`src/rtl/alu_seq.sv`:
```
// alu_seq: registered ALU with valid/ready handshakes and a shift-add multiplier.
// One operation in flight; results and flags hold in DONE until the consumer accepts.
module alu_seq #(
  parameter int WIDTH = 16
) (
  input  logic             clk,
  input  logic             rst,
  input  logic             in_valid,
  output logic             in_ready,
  input  logic [WIDTH-1:0] inA,
  input  logic [WIDTH-1:0] inB,
  input  logic             inC,
  input  logic [2:0]       opc,
  output logic             out_valid,
  input  logic             out_ready,
  output logic [WIDTH-1:0] outW,
  output logic             zer,
  output logic             neg,
  output logic             cry,
  output logic             ovf
);

  if (WIDTH < 4 || WIDTH > 64) begin : g_width_chk
    $error("alu_seq: WIDTH must be within 4..64");
  end

  localparam int W2 = 2 * WIDTH;
  localparam int CW = $clog2(WIDTH + 1);
  localparam logic [CW-1:0] CNT_LAST = CW'(WIDTH - 1);

  localparam logic [2:0] OP_ADD  = 3'b000;
  localparam logic [2:0] OP_INC  = 3'b001;
  localparam logic [2:0] OP_MAX  = 3'b010;
  localparam logic [2:0] OP_HADD = 3'b011;
  localparam logic [2:0] OP_AND  = 3'b100;
  localparam logic [2:0] OP_OR   = 3'b101;
  localparam logic [2:0] OP_NOT  = 3'b110;
  localparam logic [2:0] OP_MUL  = 3'b111;

  typedef enum logic [1:0] {
    IDLE = 2'd0,
    BUSY = 2'd1,
    DONE = 2'd2
  } state_t;

  state_t state_q, state_d;

  logic [WIDTH-1:0] mcand_q, mcand_d;
  logic [WIDTH-1:0] mplier_q, mplier_d;
  logic [W2-1:0]    acc_q, acc_d;
  logic [CW-1:0]    cnt_q, cnt_d;
  logic [WIDTH-1:0] res_q, res_d;
  logic             zer_q, zer_d;
  logic             neg_q, neg_d;
  logic             cry_q, cry_d;
  logic             ovf_q, ovf_d;

  // Shared adder: add, increment and halved-add differ only in B and carry-in.
  logic [WIDTH-1:0] add_b;
  logic             add_c;
  logic [WIDTH:0]   add_s;
  logic             add_v;

  always_comb begin
    add_b = inB;
    add_c = 1'b0;
    unique case (opc)
      OP_ADD:  add_c = inC;
      OP_INC:  add_b = WIDTH'(1);
      OP_HADD: add_b = {inB[WIDTH-1], inB[WIDTH-1:1]};
      default: add_b = inB;
    endcase
  end

  assign add_s = {1'b0, inA} + {1'b0, add_b}
               + {{WIDTH{1'b0}}, add_c};
  assign add_v = (inA[WIDTH-1] == add_b[WIDTH-1])
              && (add_s[WIDTH-1] != inA[WIDTH-1]);

  logic [WIDTH-1:0] alu_r;
  logic             alu_c;
  logic             alu_v;

  always_comb begin
    alu_r = '0;
    alu_c = 1'b0;
    alu_v = 1'b0;
    unique case (opc)
      OP_ADD, OP_INC, OP_HADD: begin
        alu_r = add_s[WIDTH-1:0];
        alu_c = add_s[WIDTH];
        alu_v = add_v;
      end
      OP_MAX: begin
        alu_r = ($signed(inA) >= $signed(inB)) ? inA : inB;
      end
      OP_AND:  alu_r = inA & inB;
      OP_OR:   alu_r = inA | inB;
      OP_NOT:  alu_r = ~inA;
      default: alu_r = '0;
    endcase
  end

  // One shift-add step per BUSY cycle; the multiplicand is shifted by cnt.
  logic [W2-1:0] partial;
  logic [W2-1:0] mul_sum;

  assign partial = {{WIDTH{1'b0}}, mcand_q} << cnt_q;
  assign mul_sum = mplier_q[0] ? (acc_q + partial) : acc_q;

  always_comb begin
    state_d  = state_q;
    mcand_d  = mcand_q;
    mplier_d = mplier_q;
    acc_d    = acc_q;
    cnt_d    = cnt_q;
    res_d    = res_q;
    zer_d    = zer_q;
    neg_d    = neg_q;
    cry_d    = cry_q;
    ovf_d    = ovf_q;
    unique case (state_q)
      IDLE: begin
        if (in_valid) begin
          if (opc == OP_MUL) begin
            mcand_d  = inA;
            mplier_d = inB;
            acc_d    = '0;
            cnt_d    = '0;
            state_d  = BUSY;
          end else begin
            res_d   = alu_r;
            zer_d   = (alu_r == '0);
            neg_d   = alu_r[WIDTH-1];
            cry_d   = alu_c;
            ovf_d   = alu_v;
            state_d = DONE;
          end
        end
      end
      BUSY: begin
        acc_d    = mul_sum;
        mplier_d = mplier_q >> 1;
        cnt_d    = cnt_q + CW'(1);
        if (cnt_q == CNT_LAST) begin
          res_d   = mul_sum[WIDTH-1:0];
          zer_d   = (mul_sum[WIDTH-1:0] == '0);
          neg_d   = mul_sum[WIDTH-1];
          cry_d   = |mul_sum[W2-1:WIDTH];
          ovf_d   = 1'b0;
          state_d = DONE;
        end
      end
      DONE: begin
        if (out_ready) begin
          state_d = IDLE;
        end
      end
      default: state_d = IDLE;
    endcase
  end

  always_ff @(posedge clk or posedge rst) begin
    if (rst) begin
      state_q  <= IDLE;
      mcand_q  <= '0;
      mplier_q <= '0;
      acc_q    <= '0;
      cnt_q    <= '0;
      res_q    <= '0;
      zer_q    <= 1'b0;
      neg_q    <= 1'b0;
      cry_q    <= 1'b0;
      ovf_q    <= 1'b0;
    end else begin
      state_q  <= state_d;
      mcand_q  <= mcand_d;
      mplier_q <= mplier_d;
      acc_q    <= acc_d;
      cnt_q    <= cnt_d;
      res_q    <= res_d;
      zer_q    <= zer_d;
      neg_q    <= neg_d;
      cry_q    <= cry_d;
      ovf_q    <= ovf_d;
    end
  end

  assign in_ready  = (state_q == IDLE);
  assign out_valid = (state_q == DONE);
  assign outW      = res_q;
  assign zer       = zer_q;
  assign neg       = neg_q;
  assign cry       = cry_q;
  assign ovf       = ovf_q;

endmodule

```
`config.mk`:
```
export PLATFORM = sky130hd
export DESIGN_NAME = alu_seq
export DESIGN_NICKNAME = d
export VERILOG_FILES = /design/src/rtl/alu_seq.sv
export SDC_FILE = /design/constraint.sdc
export NUM_CORES = 1
export LEC_CHECK = 0
export CAP_MARGIN = 20
export CELL_PAD_IN_SITES_DETAIL_PLACEMENT = 1
export CELL_PAD_IN_SITES_GLOBAL_PLACEMENT = 1
export CORE_MARGIN = 2
export CORE_UTILIZATION = 41
export DETAILED_ROUTE_END_ITERATION = 12
export GPL_ROUTABILITY_DRIVEN = 0
export PLACE_DENSITY_LB_ADDON = 0.1
export SETUP_SLACK_MARGIN = 0.05
export SYNTH_ARGS = -nofsm -noshare
export SYNTH_HDL_FRONTEND = slang
export SYNTH_SLANG_ARGS = --single-unit
```
`constraint.sdc`:
```
create_clock -name clk -period 4.7 [get_ports clk]
set_clock_uncertainty 0.05 [all_clocks]
set_input_delay 0.94 -clock clk [delete_from_list [all_inputs] [get_ports clk]]
set_output_delay 0.94 -clock clk [all_outputs]
set_load 0.01 [all_outputs]
```
# Word-level counts from Yosys, hierarchy flattened
# Index checks and enable logic that the tools add are counted.
# op_classes
add_sub_neg,4
n_lt_le_gt_ge,1
n_eq_ne,17
n_shift,1
muxes,41
bitwise,3
n_reduce_logical,12
# ops
cell,n
2-to-1 mux 16 bit,6
2-to-1 mux 32 bit,3
one-hot mux 16 bit (2 select lines),3
one-hot mux 16 bit (5 select lines),1
one-hot mux 32 bit (2 select lines),1
adder 32 bit,1
logical NOT 16 bit,2
<< shifter 16 x 5 -> 32 bit,1
adder 16 x 16 -> 17 bit,1
adder 17 x 1 -> 17 bit,1
bitwise AND 16 bit,1
greater-or-equal comparator 16 bit,1
inverter 16 bit,1
OR 16 bit,1
OR reduction 16 bit,1
2-to-1 mux 1 bit,15
equality test 3 bit (second input constant),4
2-to-1 mux 5 bit,2
one-hot mux 5 bit (2 select lines),1
AND reduction 3 bit,3
2-to-1 mux 2 bit,4
one-hot mux 1 bit (2 select lines),4
equality test 3 x 2 -> 1 bit (second input constant),2
inequality test 2 bit (second input constant),3
other kinds (15),16
# totals
reg_bits,91
output_inout_bits,22
wordCells,89

# Logic depth before layout (Yosys ltp)
# Gate-level depths: netlist of run 1.
# logic_depth
word_depth,10
mapped_depth,22
depth_no_buf,19

# Worst setup path after synthesis of run 1
# No wires, ideal clock.
# synth_timing
kind,register to register
startpoint,register cnt_q[0]
endpoint,register cry_q (netlist: cry)
setup_time_ns,0.120
t_arrival_ns,4.526
required_time_ns,4.530
slack_ns,0.005
path_stages_with_launch,22
path_buffers,2
period_less_slack_ns,4.695
path_cell_list,dfrtp_1 buf_1 clkbuf_1 mux2i_1 nand2_1 o21ai_0 nor2_1 a31oi_1 nand2_1 o21ai_0 nor2_1 ha_1 nand4_1 or2_0 a211oi_1 o31ai_1 a211o_1 a221oi_1 o311ai_0 nor4_1 and4_1 nor2_1
# synth_between
elab_chain_cells,6
word_cells_on_any_way,9
# synth_lines
element,line_no,text
start: declaration,51,"logic [CW-1:0] cnt_q, cnt_d;"
start signal: assignment,180,cnt_q <= cnt_d;
<< shifter 16 x 5 -> 32 bit,108,"assign partial = {{WIDTH{1'b0}}, mcand_q} << cnt_q;"
adder 32 bit,109,assign mul_sum = mplier_q[0] ? (acc_q + partial) : acc_q;
2-to-1 mux 32 bit,109,
OR reduction 16 bit,149,cry_d = |mul_sum[W2-1:WIDTH];
2-to-1 mux 1 bit,145,if (cnt_q == CNT_LAST) begin
one-hot mux 1 bit (2 select lines),122,unique case (state_q)
end signal: assignment,184,cry_q <= cry_d;
end: declaration,55,"logic cry_q, cry_d;"
# Parallel ways exist; a longest one is shown, timed or not. The select of a mux whose other input is x is not followed.
# A chain may end at the register's enable or synchronous reset.

# Worst setup path after layout of run 1
# Same ends and word-level chain as after synthesis.

==> impl_metrics.tcl, run 1 <==
set metrics [dict create \
    final_cell_mix "buf_4 (208), nand2_1 (146), nor2_1 (92), dfrtp_1 (90), ha_1 (89)" \
    power_density_mw_per_mm2 680 \
    synth_top_area_share_pct 23.7 \
    via_per_inst 6.12 \
    start_util_pct 41.9 \
    critPathRequiredTime_ps 4880 \
    hold_viol 0 \
    grtUsageTotal_pct 31.5 \
    timing.final.max_slew_violations 0 \
    rrSetupSlack_ps 140 \
    cp_max_fo 8 \
    utilization_pct 56.0 \
    seq_area_mm2 0.00225 \
    postRouteAntennaNets 0 \
    wl_met2_um 19300 \
    synth_warnings 0 \
    grt_max_degree 47 \
    area_growth_syn_to_layout_pct 33.6 \
    met3_wirelength_um 1540 \
    grt_pass1_wl_um 59000 \
    die_y_um 156 \
    synth_largest_area_cell "dfrtp_1" \
    synth_area_per_cell_um2 7.98 \
    cts_root_buf "clkbuf_16" \
    wl_met1_um 16400 \
    ctsHoldBuffers 0 \
    die_width_um 156 \
    p_leak_nw 5.80 \
    grt.overflow.total 0 \
    max-cap-violations 0 \
    rows 55 \
    cp-end-kind "register" \
    ys.flop_type "dfrtp_1" \
    finalCritPeriodShare_pct 97.1 \
    drive_above_1_share_pct 26.4 \
    routed.top_layer "met4" \
    drt_iter0_markers 694 \
    syn-cell-area_mm2 0.00948 \
    holdPathEnd "mplier_q[4]$_DFFE_PP0P_" \
    ys_seq_area_share_pct 23.7 \
    num_vias 10400 \
    synth-seq-cells 90 \
    antenna_found_initial 0 \
    synth_area_leaders "dfrtp_1 (24%), ha_1 (13%), nand2_1 (5.9%)" \
    r2r_cells 19 \
    final-setup-viol-count 0 \
    dieArea_mm2 0.0244 \
    dr.pass1.iters 7 \
    synth_edf_count 0 \
    first_global_vias 10600 \
    ios 62 \
    cp.arrival_ps 4750 \
    max_slew_margin_pct 29.9 \
    syn_nets 1327 \
    rsz0062_at_grt "true" \
    synthDistinctLibCells 75 \
    worstHoldPathType "reg -> reg" \
    clk_latency_ps 370 \
    r2r-end "cry$_DFFE_PP0P_" \
    synthArstFlopShare_pct 100 \
    irDropWorstVdd_mv 0.298 \
    routed_wirelength_um 39100 \
    clk_path_buf_depth 2 \
    final_common_cell "buf_4" \
    crit_type "reg -> reg" \
    dp_hpwl_um 30000 \
    clk_pin_slew_worst_paths_ps 80 \
    cts_buffers 9 \
    total_power_mw 8.62 \
    hp-start "mplier_q[5]$_DFFE_PP0P_" \
    wl_per_cell_um 23.0 \
    fin_crit_ps 4560 \
    multi_input_area_mm2 0.00729 \
    cts_tree "done" \
    fillers 2716 \
    fmax_mhz 219 \
    status "complete, no violations" \
    regToRegStartpoint "cnt_q[0]$_DFFE_PP0P_" \
    portBuffers 61 \
    crit_path_start_kind "register" \
    cts.sinks 90 \
    nets 1546 \
    h-tree-depth 3 \
    drc 0 \
    tightest_slew_ps 1050 \
    syn_inst 1188 \
    core_region_area_mm2 0.0226 \
    whs_path_depth 2 \
]
## synth_stat cells, types with 4 or more instances
cell type and instances:
a2111oi_0 6, o31ai_1 4, nand2_1 148, o21ai_1 13
xor2_1 8, inv_1 54, buf_1 6, nor3_1 20
dfrtp_1 90, clkbuf_1 59, nor2b_1 14, o211ai_1 8
nand4_1 18, a21oi_1 63, a211o_1 4, xnor2_1 20
a31o_2 9, o21bai_1 7, a211oi_1 18, mux2_2 29
nor2_1 100, a21o_1 28, mux4_2 7, o2111ai_1 5
a221o_1 4, nand2b_1 13, o21ai_0 88, and4_1 6
a22oi_1 19, and2_1 5, nand3_1 27, or3_1 8
ha_1 96, o22ai_1 29, o21a_1 4, nor4_1 8
a311oi_1 7, a31oi_1 11, or2_2 4, a22o_1 7
mux2i_1 49, and3_1 6
## cells by family after synthesis
kind of cell,share of synthesized area [%]
AND/OR/NAND/NOR,19.8
XOR/XNOR,2.59
buffers and inverters,4.99
AO/OA/AOI/OAI,25.3
multiplexers,10.3
adder cells (fa/ha/maj),13.3
flip-flops,23.7
## how the worst max path moves through the flow
stage	end	start	depth (start not counted)	slack [ps]
detailed placement	zer$_DFFE_PP0P_	opc[0]	16	-600
global placement	zer$_DFFE_PP0P_	opc[0]	15	-590
CTS	cry$_DFFE_PP0P_	cnt_q[0]$_DFFE_PP0P_	19	50
finish	cry$_DFFE_PP0P_	cnt_q[0]$_DFFE_PP0P_	19	140
global route	cry$_DFFE_PP0P_	cnt_q[0]$_DFFE_PP0P_	19	-30
floorplan	zer$_DFFE_PP0P_	opc[0]	17	110
## metrics by stage
stage	cell area, um2	setup TNS [ps]	setup slack (ps)	instances	hold WS (ps)
final	12700	0	137	1698	425
after global routing	12700	-27.2	-27.2	1697	462
after CTS	12100	0	46.2	1680	428
after detailed placement	11700	-2320	-596	1664	413
after global placement	11700	-1960	-590	1664	401
after floorplan	9490	0	108	1188	389
## timing repair
item / in CTS / in global routing
setup endpoints to repair: 5 / 11
resized for setup: 25 / 100
buffers inserted: 0 / 15
cloned: 0 / 1
pin swaps: 5 / 36
## flip-flops by register name, indices dropped and copies added (netlist names)
name / flops
acc_q: 32
ovf: 1
cnt_q: 5
state_q: 2
cry: 1
zer: 1
mcand_q: 16
mplier_q: 16
outW: 16
## area by class of cell
class / count / share of cell area [%]
Antenna cell: 1 / 0.0198
Sequential cell: 90 / 17.8
Tap cell: 285 / 2.81
Multi-Input combinational cell: 975 / 57.6
Clock buffer: 10 / 1.81
Inverter: 56 / 1.68
Clock inverter: 6 / 0.385
Timing Repair Buffer: 275 / 17.9
## layer usage
metal,GRT usage (%),vias to the layer above
li1,-,4821
met1,38.7,5191
met2,54.7,274
met3,4.25,99
met4,14.5,0
met5,0,-
## worst max-delay path: stages, from the launching register on
cell and delay, ps:
dfrtp_1 430, buf_12 150, buf_4 120, mux4_2 510, mux2_2 310, nor2_1 130, a21o_1 110, o22ai_1 110
ha_1 400, buf_4 150, nand2_1 100, nor2_1 350, o31ai_2 170, a211o_1 290, a221oi_2 250, o311ai_1 160
nor4_2 280, buf_4 140, and4_1 170, nor2_1 40
## power by group
group          internal, mW  leakage [nW]  total, mW  switching (mW)
combinational          3.09          4.51       6.47            3.38
sequential             1.10          1.16       1.42           0.319
clock                 0.366         0.126      0.736           0.370
total                  4.55          5.80       8.62            4.07
Note: power is estimated with default switching activity, not from simulation.
==> inputs of run 2 (changes only) <==
- TNS_END_PERCENT: default -> 50
==> run 2 against run 1 <==
Sequential power is essentially flat. Critical path depth is 2 higher. Global-route usage grew 0.14 points. Setup slack better by 16 ps. Clock power increased by 3.1%. Clock-buffer cell count decreased by 1. Routed wire length rose by 0.28%. Non-clock buffer count increased by 12. Fmax is 0.35% higher. Flip-flop and latch count did not move. Sequential share of layout area shrank 0.091 points. Cell area grew 0.57%.
==> impl_metrics.tcl, run 2 (synthesis gave the netlist of run 1 again) <==
set metrics [dict create \
    fillers 2694 \
    regToRegStartpoint "cnt_q[0]$_DFFE_PP0P_" \
    drive_above_1_share_pct 26.8 \
    max_slew_margin_pct 30.9 \
    drt_iter0_markers 626 \
    finalCritPeriodShare_pct 96.7 \
    cts.sinks 90 \
    ios 62 \
    critPathMaxStageDelay_ps 550 \
    timing.final.max_slew_violations 0 \
    cts_tree "done" \
    worstHoldPathType "reg -> reg" \
    crit_slowest_cell "mux4_2" \
    crit_start "cnt_q[0]$_DFFE_PP0P_" \
    largest_register_ffs 32 \
    h-tree-depth 3 \
    clk_latency_ps 360 \
    rsz0062_at_grt "true" \
    core_region_area_mm2 0.0226 \
    final_cell_mix "buf_4 (222), nand2_1 (145), nor2_1 (95), ha_1 (94), dfrtp_1 (89)" \
    r2r-end "cry$_DFFE_PP0P_" \
    hold_viol 0 \
    final_common_cell "buf_4" \
    grt_max_degree 69 \
    dp_hpwl_um 30000 \
    final-setup-viol-count 0 \
    max-cap-violations 0 \
    clk_pin_slew_worst_paths_ps 70 \
    critPathRequiredTime_ps 4880 \
    die_width_um 156 \
    postRouteAntennaNets 0 \
    cp_max_fo 8 \
    crit_type "reg -> reg" \
    crit_path_start_kind "register" \
    dr.pass1.iters 5 \
    rrSetupSlack_ps 150 \
    crit_end "cry$_DFFE_PP0P_" \
    cp.arrival_ps 4730 \
    num_vias 10500 \
    die_y_um 156 \
    fmax_mhz 220 \
    area_growth_syn_to_layout_pct 34.4 \
    crit_top_cell "buf_4" \
    utilization_pct 56.3 \
    routed_wirelength_um 39200 \
    crit_family "simple AND/OR/NAND/NOR gates" \
    rows 55 \
    first_global_vias 10800 \
    grt.overflow.total 0 \
    hp-start "mplier_q[3]$_DFFE_PP0P_" \
    cts_root_buf "clkbuf_16" \
    wl_per_cell_um 23.0 \
    start_util_pct 41.9 \
    tightest_slew_ps 1030 \
    r2r_cells 21 \
    power_density_mw_per_mm2 689 \
    via_per_inst 6.16 \
    irDropWorstVdd_mv 0.314 \
    nets 1558 \
    largest-register "acc_q" \
    portBuffers 61 \
    clk_path_buf_depth 2 \
    diodes 0 \
    ctsHoldBuffers 0 \
    crit_path_cell_trace "buf_12, buf_8, mux4_2, nand2b_1, nand2_1, o21ai_1, buf_4, nor2_2, ha_2, nand4_1, or2_0, a211oi_2, buf_4, mux2i_2, a311oi_2, a211oi_2, o2111ai_2, nor4_2, buf_4, and4_1, nor2_1" \
    grtUsageTotal_pct 31.6 \
    p_leak_nw 5.90 \
    cts_buffers 9 \
    cp-end-kind "register" \
    fin_crit_ps 4550 \
    crit_buf_inv 5 \
    antenna_found_initial 0 \
    path_depth 21 \
    drc 0 \
    status "complete, no violations" \
    dieArea_mm2 0.0244 \
    grt_pass1_wl_um 59500 \
    total_power_mw 8.77 \
]
run 2: changes by cell type in the layout (fill, tap and decap cells not counted), moves of 3 or more:
cell / previous run / this run
ha_4: 5 / 0
mux2i_4: 1 / 4
nor2_2: 8 / 5
nor2_1: 92 / 95
ha_1: 89 / 94
mux2_2: 27 / 22
a21oi_4: 0 / 3
mux2_4: 2 / 7
buf_4: 208 / 222
run 2: worst min path at each step:
stage / to / slack (ps) / cells after the start
2_1_floorplan: mplier_q[14]$_DFFE_PP0P_ / 390 / 2
3_5_place_dp: mplier_q[2]$_DFFE_PP0P_ / 410 / 2
4_1_cts: mplier_q[2]$_DFFE_PP0P_ / 430 / 2
6_report: mplier_q[2]$_DFFE_PP0P_ / 420 / 2
5_1_grt: mplier_q[3]$_DFFE_PP0P_ / 440 / 2
3_3_place_gp: mplier_q[3]$_DFFE_PP0P_ / 400 / 2
run 2: worst register-to-register path: stages, from the launching register on:
cell       delay (ps)
dfrtp_1           430
buf_12            160
buf_8             130
mux4_2            550
nand2b_1          140
nand2_1            70
o21ai_1           100
buf_4             150
nor2_2             50
ha_2              400
nand4_1           160
or2_0             250
a211oi_2          220
buf_4             200
mux2i_2           230
a311oi_2           80
a211oi_2          260
o2111ai_2         170
nor4_2            290
buf_4             150
and4_1            180
nor2_1             40
run 2: per-layer routing:
metal  GRT usage [%]  vias up  share of wire (%)
li1                -     4838                  -
met1            38.5     5248                 41
met2            55.3      315                 49
met3            4.06      123                4.3
met4            15.0        0                5.5
met5               0        -                  0
run 2: metrics by stage:
step | area [um2] | hold WS (ps) | std cells | setup WS (ps) | TNS, ps
2_1_floorplan | 9490 | 389 | 1188 | 16.6 | 0
4_1_cts | 12100 | 425 | 1685 | 45.3 | 0
6_report | 12700 | 423 | 1708 | 153 | 0
3_3_place_gp | 11700 | 399 | 1668 | -434 | -1460
3_5_place_dp | 11700 | 409 | 1668 | -518 | -1730
5_1_grt | 12700 | 439 | 1708 | -160 | -194
run 2: power by group:
| part | internal (mW) | switching (mW) |
|---|---|---|
| clock network | 0.411 | 0.347 |
| logic | 3.20 | 3.39 |
| registers | 1.10 | 0.325 |
| total | 4.71 | 4.06 |
run 2: layout make-up:
cell class	count	area (um2)	share of cell area (%)
Timing Repair Buffer	287	2350	18.4
Multi-Input combinational cell	975	7280	57.1
Tap cell	285	357	2.80
Sequential cell	90	2250	17.7
Clock inverter	6	66.3	0.520
Inverter	56	213	1.67
Clock buffer	9	225	1.77
run 2: repair_timing:
item | in CTS | in global routing
gates resized for setup | 22 | 106
cloned | 0 | 1
setup buffers | 2 | 22
pin swaps | 6 | 36
setup endpoints to repair | 3 | 10
